==> config.mk <==
export PLATFORM = sky130hd
export DESIGN_NAME = jtgng_chrom_server_flat
export DESIGN_NICKNAME = d
export VERILOG_FILES = /design/src/rtl/jtgng_chrom_server_if.sv /design/src/rtl/jtgng_chrom_server.sv /design/src/flat_wrapper.sv
export SDC_FILE = /design/constraint.sdc
export NUM_CORES = 1
export LEC_CHECK = 0
export BUFFER_PORTS_ARGS = -buffer_cell sky130_fd_sc_hd__buf_2
export CAP_MARGIN = 5
export CORE_MARGIN = 3
export CORE_UTILIZATION = 42
export DETAILED_ROUTE_END_ITERATION = 8
export PLACE_DENSITY = 0.73
export SYNTH_ARGS = -nofsm -noshare
export SYNTH_HDL_FRONTEND = slang
export SYNTH_SLANG_ARGS = --single-unit
==> constraint.sdc <==
create_clock -name clk -period 1.5 [get_ports clk]
set_input_delay 0.075 -clock clk [delete_from_list [all_inputs] [get_ports clk]]
set_output_delay 0.075 -clock clk [all_outputs]
set_load 0.02 [all_outputs]
==> src/rtl/jtgng_chrom_server_if.sv <==
// jtgng_chrom_server_if: char layer request side and SDRAM arbiter side of the char ROM server.
interface jtgng_chrom_server_if;
   logic [12:0] char_addr;
   logic [15:0] chrom_data;
   logic        chrom_ok;
   logic        sdram_req;
   logic [21:0] sdram_addr;
   logic        sdram_ack;
   logic        data_rdy;
   logic [15:0] sdram_data;
   logic        late;
   modport master(
      input  char_addr, sdram_ack, data_rdy, sdram_data,
      output chrom_data, chrom_ok, sdram_req, sdram_addr, late
   );
   modport slave(
      output char_addr, sdram_ack, data_rdy, sdram_data,
      input  chrom_data, chrom_ok, sdram_req, sdram_addr, late
   );
endinterface

==> src/rtl/jtgng_chrom_server.sv <==
// jtgng_chrom_server: fetches char tile words from SDRAM on address change and flags deadline misses.
// Define JTGNG_CHROM_CACHE_EN to add a 16-entry direct-mapped word cache in front of SDRAM.
module jtgng_chrom_server #(
   parameter logic [21:0] CHAR_OFFSET = 22'h0,
   parameter logic [5:0]  DEADLINE    = 6'd31
) (
   input logic                  clk,
   input logic                  rst,
   jtgng_chrom_server_if.master bus
);
   typedef enum logic [1:0] {IDLE, REQ, WAIT} state_t;
   state_t      state, state_nx;
   logic [12:0] req_addr, held_addr;
   logic        held_valid;
   logic [5:0]  age;
   logic        need, hit, busy, start, lookup, capture;
   logic [15:0] hit_data;

   assign need     = !held_valid || bus.char_addr != held_addr;
   assign busy     = state != IDLE;
   assign bus.late = busy && age == DEADLINE + 6'd1;

`ifdef JTGNG_CHROM_CACHE_EN
   logic [8:0]  tags  [16];
   logic [15:0] words [16];
   logic [15:0] valid;
   assign hit      = valid[bus.char_addr[3:0]] && tags[bus.char_addr[3:0]] == bus.char_addr[12:4];
   assign hit_data = words[bus.char_addr[3:0]];
   always_ff @(posedge clk) begin
      if (rst) valid <= '0;
      else if (capture) valid[req_addr[3:0]] <= 1'b1;
   end
   always_ff @(posedge clk) begin
      if (capture) begin
         tags[req_addr[3:0]]  <= req_addr[12:4];
         words[req_addr[3:0]] <= bus.sdram_data;
      end
   end
`else
   assign hit      = 1'b0;
   assign hit_data = '0;
`endif

   always_ff @(posedge clk) begin
      if (rst) begin
         state          <= IDLE;
         req_addr       <= '0;
         held_addr      <= '0;
         held_valid     <= 1'b0;
         age            <= '0;
         bus.chrom_data <= '0;
         bus.chrom_ok   <= 1'b0;
         bus.sdram_req  <= 1'b0;
         bus.sdram_addr <= '0;
      end else begin
         state         <= state_nx;
         age           <= start ? 6'd0 : busy && age != 6'd63 ? age + 6'd1 : age;
         bus.sdram_req <= state_nx == REQ;
         bus.chrom_ok  <= capture ? bus.char_addr == req_addr : state == IDLE && !start;
         if (start) begin
            req_addr       <= bus.char_addr;
            bus.sdram_addr <= CHAR_OFFSET + {9'd0, bus.char_addr};
         end
         // the held word is only replaced by a completed fetch or a cache hit
         if (capture || lookup) begin
            bus.chrom_data <= capture ? bus.sdram_data : hit_data;
            held_addr      <= capture ? req_addr : bus.char_addr;
            held_valid     <= 1'b1;
         end
      end
   end

   always_comb begin
      state_nx = capture ? IDLE :
                 start ? REQ :
                 state == REQ && bus.sdram_ack ? WAIT : state;
   end

   always_comb begin
      start   = state == IDLE && need && !hit;
      lookup  = state == IDLE && need && hit;
      capture = (state == WAIT || (state == REQ && bus.sdram_ack)) && bus.data_rdy;
   end
endmodule

==> src/flat_wrapper.sv <==
// flat-port wrapper written by rule: the top's interface ports become plain ports
module jtgng_chrom_server_flat 
#(
   parameter logic [21:0] CHAR_OFFSET = 22'h0,
   parameter logic [5:0]  DEADLINE    = 6'd31
)
  (clk, rst, bus_char_addr, bus_sdram_ack, bus_data_rdy, bus_sdram_data, bus_chrom_data, bus_chrom_ok, bus_sdram_req, bus_sdram_addr, bus_late);
  jtgng_chrom_server_if bus_i ();
  input logic clk;
  input logic rst;
  input wire logic [$bits(bus_i.char_addr)-1:0] bus_char_addr;
  input wire logic [$bits(bus_i.sdram_ack)-1:0] bus_sdram_ack;
  input wire logic [$bits(bus_i.data_rdy)-1:0] bus_data_rdy;
  input wire logic [$bits(bus_i.sdram_data)-1:0] bus_sdram_data;
  output wire logic [$bits(bus_i.chrom_data)-1:0] bus_chrom_data;
  output wire logic [$bits(bus_i.chrom_ok)-1:0] bus_chrom_ok;
  output wire logic [$bits(bus_i.sdram_req)-1:0] bus_sdram_req;
  output wire logic [$bits(bus_i.sdram_addr)-1:0] bus_sdram_addr;
  output wire logic [$bits(bus_i.late)-1:0] bus_late;
  assign bus_i.char_addr = bus_char_addr;
  assign bus_i.sdram_ack = bus_sdram_ack;
  assign bus_i.data_rdy = bus_data_rdy;
  assign bus_i.sdram_data = bus_sdram_data;
  assign bus_chrom_data = bus_i.chrom_data;
  assign bus_chrom_ok = bus_i.chrom_ok;
  assign bus_sdram_req = bus_i.sdram_req;
  assign bus_sdram_addr = bus_i.sdram_addr;
  assign bus_late = bus_i.late;
  jtgng_chrom_server #(.CHAR_OFFSET(CHAR_OFFSET), .DEADLINE(DEADLINE)) u_core (.clk(clk), .rst(rst), .bus(bus_i));
endmodule
==> impl_metrics.tcl, run 1 <==
set metrics [dict create \
    power_switching_share_pct 29.7 \
    status "finished, violations left" \
    synth-edff-count 0 \
    path_clk_slew_ps 100 \
    place_hpwl_um 3760 \
    p_leak_nw 1.37 \
    rsz0062_at_grt "true" \
    pwr-share-comb_pct 22.0 \
    cts_tree "built" \
    hold_violations 0 \
    yosysTopAreaCellShare_pct 43.2 \
    failed_checks "negative setup slack" \
    h-tree-depth 2 \
    worstPathMaxFanout 2 \
    p_seq_share_pct 51.5 \
    seq_area_um2 1070 \
    io_pins 74 \
    syn_area_um2 2450 \
    grt_pass1_wl_um 8470 \
    rows 27 \
    grt_start_max_net_pins 66 \
    yosysWarnings 0 \
    setup_tns_ps -66.5 \
    area_delta_synth_final_pct 31.1 \
    ys_ff_latch 53 \
    ys_types 33 \
    final_cell_area_um2 3220 \
    ant_nets 0 \
    cp_num_buf_inv 0 \
    nets 408 \
    pre_cts_ws_ps -87.4 \
    dpl_cell_area_um2 2870 \
    grt_pass1_vias 1873 \
    die_y_um 82.4 \
    critPathArrivalTime_ps 1750 \
    drive_gt1_share_pct 28.9 \
    slowest_delay_ps 360 \
    viasPerCell 4.78 \
    setup_viol 3 \
    initial_core_util_pct 44.0 \
    stdcell_count 446 \
    track_usage_pct 16.1 \
    firstDrtPassIters 4 \
    period_share_pct 102 \
    finClkSkew_ps 5.71 \
    pwr_density_cell_nw_per_um2 935 \
    p_sw_uw 894 \
    r2r_slack_ps -30 \
    layout_commonest_cell "nand2_1" \
    antenna_found_initial 0 \
    diodes 0 \
    drc 0 \
    root_buffer "clkbuf_8" \
    hp-class "in2reg" \
    routed_wl_um 5420 \
    internal-power_mw 2.11 \
    clkSinkCount 53 \
    crit_path_start_kind "flip-flop" \
    setup_ws_ps -34.2 \
    wl_per_cell_um 12.1 \
    crit_slowest_cell "nor4_4" \
    crit_path_end_kind "flip-flop" \
    drtIter0Drc 82 \
    layout_common_cells "65 x nand2_1, 64 x buf_2, 49 x dfxtp_1, 31 x a21oi_1, 24 x nand2b_1" \
    p_clk_share_pct 26.5 \
    place_congestion 0.807 \
    yosysTopAreaCell "dfxtp_1" \
    path_cells "xnor2_2 > nand4_1 > nor4_4 > nand2_1 > a311oi_1" \
    synth_area_per_cell_um2 8.55 \
    synthTopCellsByArea "dfxtp_1 43%, nand2_1 9.9%, xnor2_1 7.5%, a21oi_1 6.5%, nand2b_1 6.1%" \
    fin_total_pwr_mw 3.01 \
    final_max_slew_viol_count 0 \
    coreArea_um2 5570 \
    max_cap_violations 0 \
    crit_type "reg2reg" \
    fp.dieArea_um2 6790 \
    post-place-cells 420 \
    numCtsBuffers 5 \
    critPathRequiredTime_ps 1710 \
    grt_util_met3_pct 4.66 \
    grtUsageMet1_pct 21.5 \
    clockBufferDepth 2 \
    vias 2132 \
    async_reset_ff_share_pct 0 \
    fmax_mhz 652 \
    multi_input_area_um2 1330 \
    synth.yosys.seq_area_share_pct 43.2 \
    busiest_layer "met2" \
    synth-main-ff-cell "dfxtp_1" \
    overflow 0 \
    grt_use_met2_pct 25.3 \
    ir_drop_mv 0.573 \
    n_fill_cell 493 \
    die_w_um 82.4 \
    fin_crit_ps 1530 \
    crit_family "simple AND/OR/NAND/NOR gates" \
    placement.io_buffers 64 \
    clk_latency_ps 310 \
    synthCells 287 \
]
==> state kept, by name, summed over array words and instances, names as in the netlist <==
signal and cells:
u_core.age 6, u_core.held_addr 13, u_core.state 2, u_core.held_valid 1
u_core.req_addr 13, u_core.bus.chrom_data 16, u_core.bus.sdram_req 1, u_core.bus.chrom_ok 1
==> metrics by stage <==
step	hold WS [ps]	utilization, %
floorplan	211	-
global placement	314	51.5
detailed placement	321	51.5
CTS	44.3	57.0
global route	41.2	57.7
finish	54.0	57.7
==> synthesized netlist by cell type, types with 2 or more instances <==
cell type	instances
nand2_1	65
dfxtp_1	53
a21oi_1	32
nand2b_1	24
xnor2_1	21
mux2i_1	14
buf_4	9
xor2_1	9
nor2_1	8
clkbuf_1	7
nand4_1	6
buf_2	5
nor3_1	5
or2b_1	3
and3_1	2
buf_1	2
buf_6	2
ha_1	2
inv_1	2
nor3_2	2
nor4_1	2
==> worst paths after layout <==
| kind | start | endpoint | cells past startpoint |
|---|---|---|---|
| max reg2reg | u_core.held_addr[3] | u_core.age[0] | 5 |
| max | u_core.held_addr[3] | u_core.age[0] | 5 |
| min reg2reg | u_core.bus.chrom_data[8] | u_core.bus.chrom_data[8] | 2 |
| min | bus_char_addr[8] | u_core.req_addr[8] | 3 |
==> logic make-up after synthesis <==
logic type	share of synthesized area, %
XOR/XNOR	10.7
flip-flops	43.2
AO/OA/AOI/OAI	8.72
AND/OR/NAND/NOR	23.9
multiplexers	5.71
other	0.153
adder cells (fa/ha/maj)	1.02
buffers and inverters	6.53
==> layout make-up <==
class                   count  area share [%]
inverters                   3           0.350
repair buffers             96            19.5
multi-input cells         214            41.5
clock inverters             3           0.545
clock buffers               5            2.14
flip-flops and latches     53            33.2
well taps                  72            2.80
==> power by group through the flow <==
| stage | clock network [mW] | registers [mW] | logic [mW] |
|---|---|---|---|
| 2_1_floorplan | 0 | 1.65 | 0.334 |
| 3_3_place_gp | 0 | 1.58 | 0.589 |
| 3_5_place_dp | 0 | 1.58 | 0.597 |
| 4_1_cts | 0.829 | 1.55 | 0.655 |
| 5_1_grt | 0.888 | 1.56 | 0.722 |
| 6_report | 0.798 | 1.55 | 0.662 |
==> tightest hold or removal path, cell delays in order <==
cell      delay, ps
buf_2           130
nand2b_1         60
mux2i_1          60
==> per-layer routing <==
layer  vias up  part of all wire, %
met1       977                   44
met4         0                 0.98
met2        63                   48
met3         5                  6.9
met5         -                    0
li1       1087                    -
==> what timing repair did <==
action,CTS,global route
hold buffers,16,0
setup endpoints to repair,21,41
hold endpoints to repair,16,0
buffers inserted,2,0
pin swaps,7,9
resized for setup,12,10
(Power assumes the default switching activity.)
==> run 2: changes to the inputs <==
==> constraint.sdc (replaced) <==
create_clock -name clk -period 1.5 [get_ports clk]
set_input_delay 0.3 -clock clk [delete_from_list [all_inputs] [get_ports clk]]
set_output_delay 0.3 -clock clk [all_outputs]
set_load 0.02 [all_outputs]
==> run 2 against run 1 <==
Against the previous run: the flow still finishes with violations (negative setup slack); worst setup slack got worse by 160 ps; core utilization rose by 1.3 points; clock power up 28%; largest cell class unchanged; largest power group unchanged.
==> impl_metrics.tcl, run 2 (same netlist as run 1, synthesis figures left out) <==
set metrics [dict create \
    status "finished, violations left" \
    failed_checks "negative setup slack" \
    regMostFlops "u_core.bus.chrom_data" \
    root_buffer "clkbuf_8" \
    largestRegisters "u_core.bus.chrom_data x16, u_core.held_addr x13, u_core.req_addr x13" \
    crit_type "reg2out" \
    largest_reg_flops 16 \
    wl_per_cell_um 13.2 \
    grt_util_met3_pct 4.34 \
    final_cell_area_um2 3290 \
    place_congestion 0.760 \
    fmax_mhz 591 \
    p_leak_nw 1.43 \
    cts_tree "built" \
    grt_pass1_wl_um 8810 \
    crit_slowest_cell "dfxtp_2" \
    grt_pass1_vias 1853 \
    crit_path_end_kind "primary output" \
    coreArea_um2 5570 \
    grt_use_met2_pct 27.9 \
    drc 0 \
    clkSinkCount 53 \
    setup_ws_ps -192 \
    ant_nets 0 \
    multi_input_area_um2 1420 \
    busiest_layer "met2" \
    path_clk_slew_ps 100 \
    crit_path_start_kind "flip-flop" \
    antenna_found_initial 0 \
    fin_total_pwr_mw 3.27 \
    area_delta_synth_final_pct 34.0 \
    cp_num_buf_inv 3 \
    dpl_cell_area_um2 2970 \
    layout_commonest_cell "buf_2" \
    clk_latency_ps 310 \
    initial_core_util_pct 44.0 \
    pwr_density_cell_nw_per_um2 995 \
    fp.dieArea_um2 6790 \
    worstPathMaxFanout 4 \
    layout_common_cells "63 x buf_2, 61 x nand2_1, 45 x dfxtp_1, 30 x a21oi_1" \
    drtIter0Drc 87 \
    track_usage_pct 17.1 \
    max_cap_violations 0 \
    overflow 0 \
    ir_drop_mv 0.670 \
    path_cells "buf_4 > inv_1 > ha_1 > o211ai_1 > nor4_2 > buf_4" \
    diodes 0 \
    viasPerCell 4.76 \
    vias 2104 \
    placement.io_buffers 64 \
    grtUsageMet1_pct 22.3 \
    die_w_um 82.4 \
    nets 404 \
    fin_crit_ps 1690 \
    cp_num_cells 6 \
    rsz0062_at_grt "true" \
    finClkSkew_ps 5.53 \
    critPathArrivalTime_ps 1390 \
    drive_gt1_share_pct 35.9 \
    grt_start_max_net_pins 38 \
    h-tree-depth 2 \
    n_fill_cell 484 \
    final_max_slew_viol_count 0 \
    die_y_um 82.4 \
    rows 27 \
    crit_path_frequent_cell "buf_4" \
    crit_family "buffers and inverters" \
    slowest_delay_ps 330 \
    seq_area_um2 1070 \
    worstRegToRegCells 6 \
    io_pins 74 \
    worstHoldPathCells 3 \
    firstDrtPassIters 4 \
    routed_wl_um 5820 \
    period_share_pct 113 \
    hp-class "in2reg" \
    clockBufferDepth 2 \
    hold_violations 0 \
    setup_viol 20 \
    place_hpwl_um 4180 \
    finish.utilization_pct 59.0 \
    numCtsBuffers 5 \
    critPathRequiredTime_ps 1200 \
]
## run 2: tightest hold or removal path, delay by kind of cell
family	cells	cell delay, ps
AND/OR/NAND/NOR	1	50
AO/OA/AOI/OAI	1	50
buffers and inverters	1	100
## run 2: area by class of cell
type                            count  share of cell area [%]
Clock buffer                        7                    2.63
Timing Repair Buffer               92                    17.7
Clock inverter                      1                   0.914
Multi-Input combinational cell    214                    43.1
Sequential cell                    53                    32.6
Tap cell                           72                    2.74
Inverter                            3                   0.343
## run 2: report_power, final
group,switching [mW],internal (mW),total (mW)
registers,0.0681,1.48,1.55
logic,0.380,0.317,0.697
clock network,0.477,0.545,1.02
## run 2: layer usage
| metal | vias up | wire [um] |
|---|---|---|
| met2 | 52 | 2760 |
| met5 | - | 0 |
| met4 | 0 | 59 |
| met1 | 959 | 2670 |
| li1 | 1085 | - |
| met3 | 8 | 338 |
## run 2: what timing repair did
action / 4_1_cts / 5_1_grt
cloned: 1 / 0
gates resized for setup: 11 / 28
endpoints found under the hold margin: 0 / 0
setup buffers: 2 / 1
setup endpoints to repair: 22 / 44
hold buffers: 0 / 0
pin swaps: 11 / 5
## run 2: worst paths after layout
| path | startpoint | endpoint | slack [ps] |
|---|---|---|---|
| max | u_core.age[0] | bus_late | -190 |
| min | bus_sdram_data[10] | u_core.bus.chrom_data[10] | 220 |
| max reg2reg | u_core.held_addr[2] | u_core.age[0] | -110 |
| min reg2reg | u_core.bus.chrom_data[14] | u_core.bus.chrom_data[14] | 460 |
## run 2: stage by stage
stage	hold slack, ps	worst slack, ps	std cells	TNS, ps
after CTS	206	-212	441	-1810
after floorplan	436	52.6	295	0
after global placement	439	-176	430	-3430
after detailed placement	444	-240	430	-4500
after global routing	214	-335	442	-2300
final	216	-192	442	-1200
==> run 3: changes to the inputs <==
--- a/config.mk
+++ b/config.mk
@@ -7,10 +7,12 @@
 export LEC_CHECK = 0
 export BUFFER_PORTS_ARGS = -buffer_cell sky130_fd_sc_hd__buf_2
 export CAP_MARGIN = 5
+export CELL_PAD_IN_SITES_DETAIL_PLACEMENT = 1
+export CELL_PAD_IN_SITES_GLOBAL_PLACEMENT = 2
 export CORE_MARGIN = 3
-export CORE_UTILIZATION = 42
+export CORE_UTILIZATION = 26
 export DETAILED_ROUTE_END_ITERATION = 8
-export PLACE_DENSITY = 0.73
+export PLACE_DENSITY = 0.77
 export SYNTH_ARGS = -nofsm -noshare
 export SYNTH_HDL_FRONTEND = slang
 export SYNTH_SLANG_ARGS = --single-unit
==> run 3 against run 2 <==
Against the previous run: the flow still finishes with violations (negative setup slack); die area rose by 57%; sequential power barely moved; non-clock buffer count did not move; combinational power barely moved; count of clock-buffer cells in the layout did not move; sequential cell count did not move; largest cell class unchanged.
==> impl_metrics.tcl, run 3 (same netlist as run 1, synthesis figures left out) <==
set metrics [dict create \
    status "finished, violations left" \
    failed_checks "negative setup slack" \
    fp.dieArea_um2 10600 \
    area_delta_synth_final_pct 33.3 \
    seq_area_um2 1070 \
    place_congestion 0.759 \
    slowest_delay_ps 330 \
    crit_path_frequent_cell "buf_4" \
    crit_path_start_kind "flip-flop" \
    clkSinkCount 53 \
    coreArea_um2 8930 \
    antenna_found_initial 0 \
    r2r_slack_ps -100 \
    cts_tree "built" \
    regMostFlops "u_core.bus.chrom_data" \
    stdcell_count 477 \
    setup_ws_ps -181 \
    fin_crit_ps 1680 \
    setup_viol 20 \
    finish.utilization_pct 36.6 \
    crit_path_end_kind "primary output" \
    crit_slowest_cell "dfxtp_2" \
    finClkSkew_ps 9.04 \
    drc 0 \
    timing.hold.ws_ps 222 \
    r2r-start "u_core.held_addr[11]" \
    worstPathMaxFanout 4 \
    clockBufferDepth 2 \
    worstRegToRegCells 6 \
    routed_wl_um 6640 \
    critPathArrivalTime_ps 1380 \
    grt_start_max_net_pins 66 \
    die_w_um 103 \
    crit_type "reg2out" \
    period_share_pct 112 \
    path_cells "buf_4 > inv_1 > ha_1 > o211ai_1 > nor4_2 > buf_4" \
    p_leak_nw 1.38 \
    io_pins 74 \
    crit_family "buffers and inverters" \
    path_clk_slew_ps 90 \
    drtIter0Drc 57 \
    initial_core_util_pct 27.5 \
    clk_latency_ps 300 \
    critPathRequiredTime_ps 1200 \
    crit_start "u_core.age[0]" \
    n_fill_cell 1078 \
    holdBufCountCts 0 \
    max_cap_violations 0 \
    pwr_density_cell_nw_per_um2 938 \
    drive_gt1_share_pct 35.5 \
    diodes 0 \
    layout_commonest_cell "nand2_1" \
    grt_pass1_wl_um 10700 \
    largestRegisters "u_core.bus.chrom_data x16, u_core.held_addr x13, u_core.req_addr x13" \
    cp_num_buf_inv 3 \
    wl_per_cell_um 13.9 \
    viasPerCell 4.51 \
    layout_common_cells "64 x nand2_1, 63 x buf_2, 44 x dfxtp_1, 31 x a21oi_1, 24 x nand2b_1" \
    die_y_um 103 \
    hold_start "bus_sdram_data[4]" \
    placement.io_buffers 64 \
    ant_nets 0 \
    multi_input_area_um2 1390 \
    fin_total_pwr_mw 3.07 \
    overflow 0 \
    pre_cts_ws_ps -271 \
    rows 34 \
    final_max_slew_viol_count 0 \
    firstDrtPassIters 4 \
    post-place-cells 467 \
    grt_pass1_vias 2173 \
    ir_drop_mv 0.302 \
    fmax_mhz 595 \
    whs_endpoint "u_core.bus.chrom_data[4]" \
    worstHoldPathCells 3 \
    place_hpwl_um 4790 \
    vias 2151 \
    hp-class "in2reg" \
    h-tree-depth 2 \
    track_usage_pct 12.8 \
    largest_reg_flops 16 \
    root_buffer "clkbuf_8" \
    reg2reg_to "u_core.bus.sdram_req" \
    hold_violations 0 \
    nets 404 \
    rsz0062_at_grt "true" \
    numCtsBuffers 5 \
]
==> run 3: per-layer routing <==
layer	part of all wire, %	GRT usage, %	vias to the layer above	wire length [um]
met5	0	0	-	0
met4	0.41	2.99	0	27
met3	5.0	3.04	5	332
met2	48	21.9	47	3220
met1	46	16.4	1020	3060
li1	-	-	1079	-
==> run 3: repair_timing <==
item                       4_1_cts  5_1_grt
setup endpoints to repair       50       51
gates resized for setup         20       17
buffers inserted                 1        2
pin swaps                        9        8
==> run 3: final cells by class <==
type,count,area share (%)
Clock buffer,7,2.64
Inverter,3,0.344
Timing Repair Buffer,92,17.6
Tap cell,108,4.13
Sequential cell,53,32.9
Multi-Input combinational cell,214,42.4
==> run 3: worst max-delay path by stage <==
| stage | endpoint | slack, ps | cells past startpoint |
|---|---|---|---|
| after global routing | bus_late | -270 | 6 |
| after global placement | u_core.bus.sdram_req | -280 | 7 |
| after detailed placement | u_core.bus.sdram_req | -270 | 7 |
| after CTS | bus_late | -210 | 6 |
| final | bus_late | -180 | 6 |
| after floorplan | u_core.age[5] | 50 | 6 |
==> run 3: metrics by stage <==
step	setup TNS, ps	area, um2
after detailed placement	-4570	3020
final	-974	3270
after CTS	-440	3190
after global placement	-4660	3020
after floorplan	0	2500
after global routing	-3290	3270
==> run 3: worst reg2reg max path, delay by kind of cell (launching register included) <==
kind | cells | cell delay, ps
flops | 1 | 350
buf+inv | 1 | 150
xor+xnor | 1 | 170
simple gates | 3 | 630
compound gates | 1 | 200
==> run 3: where the power goes <==
group,internal [mW],switching (mW)
sequential,1.48,0.0651
combinational,0.316,0.382
clock,0.368,0.454
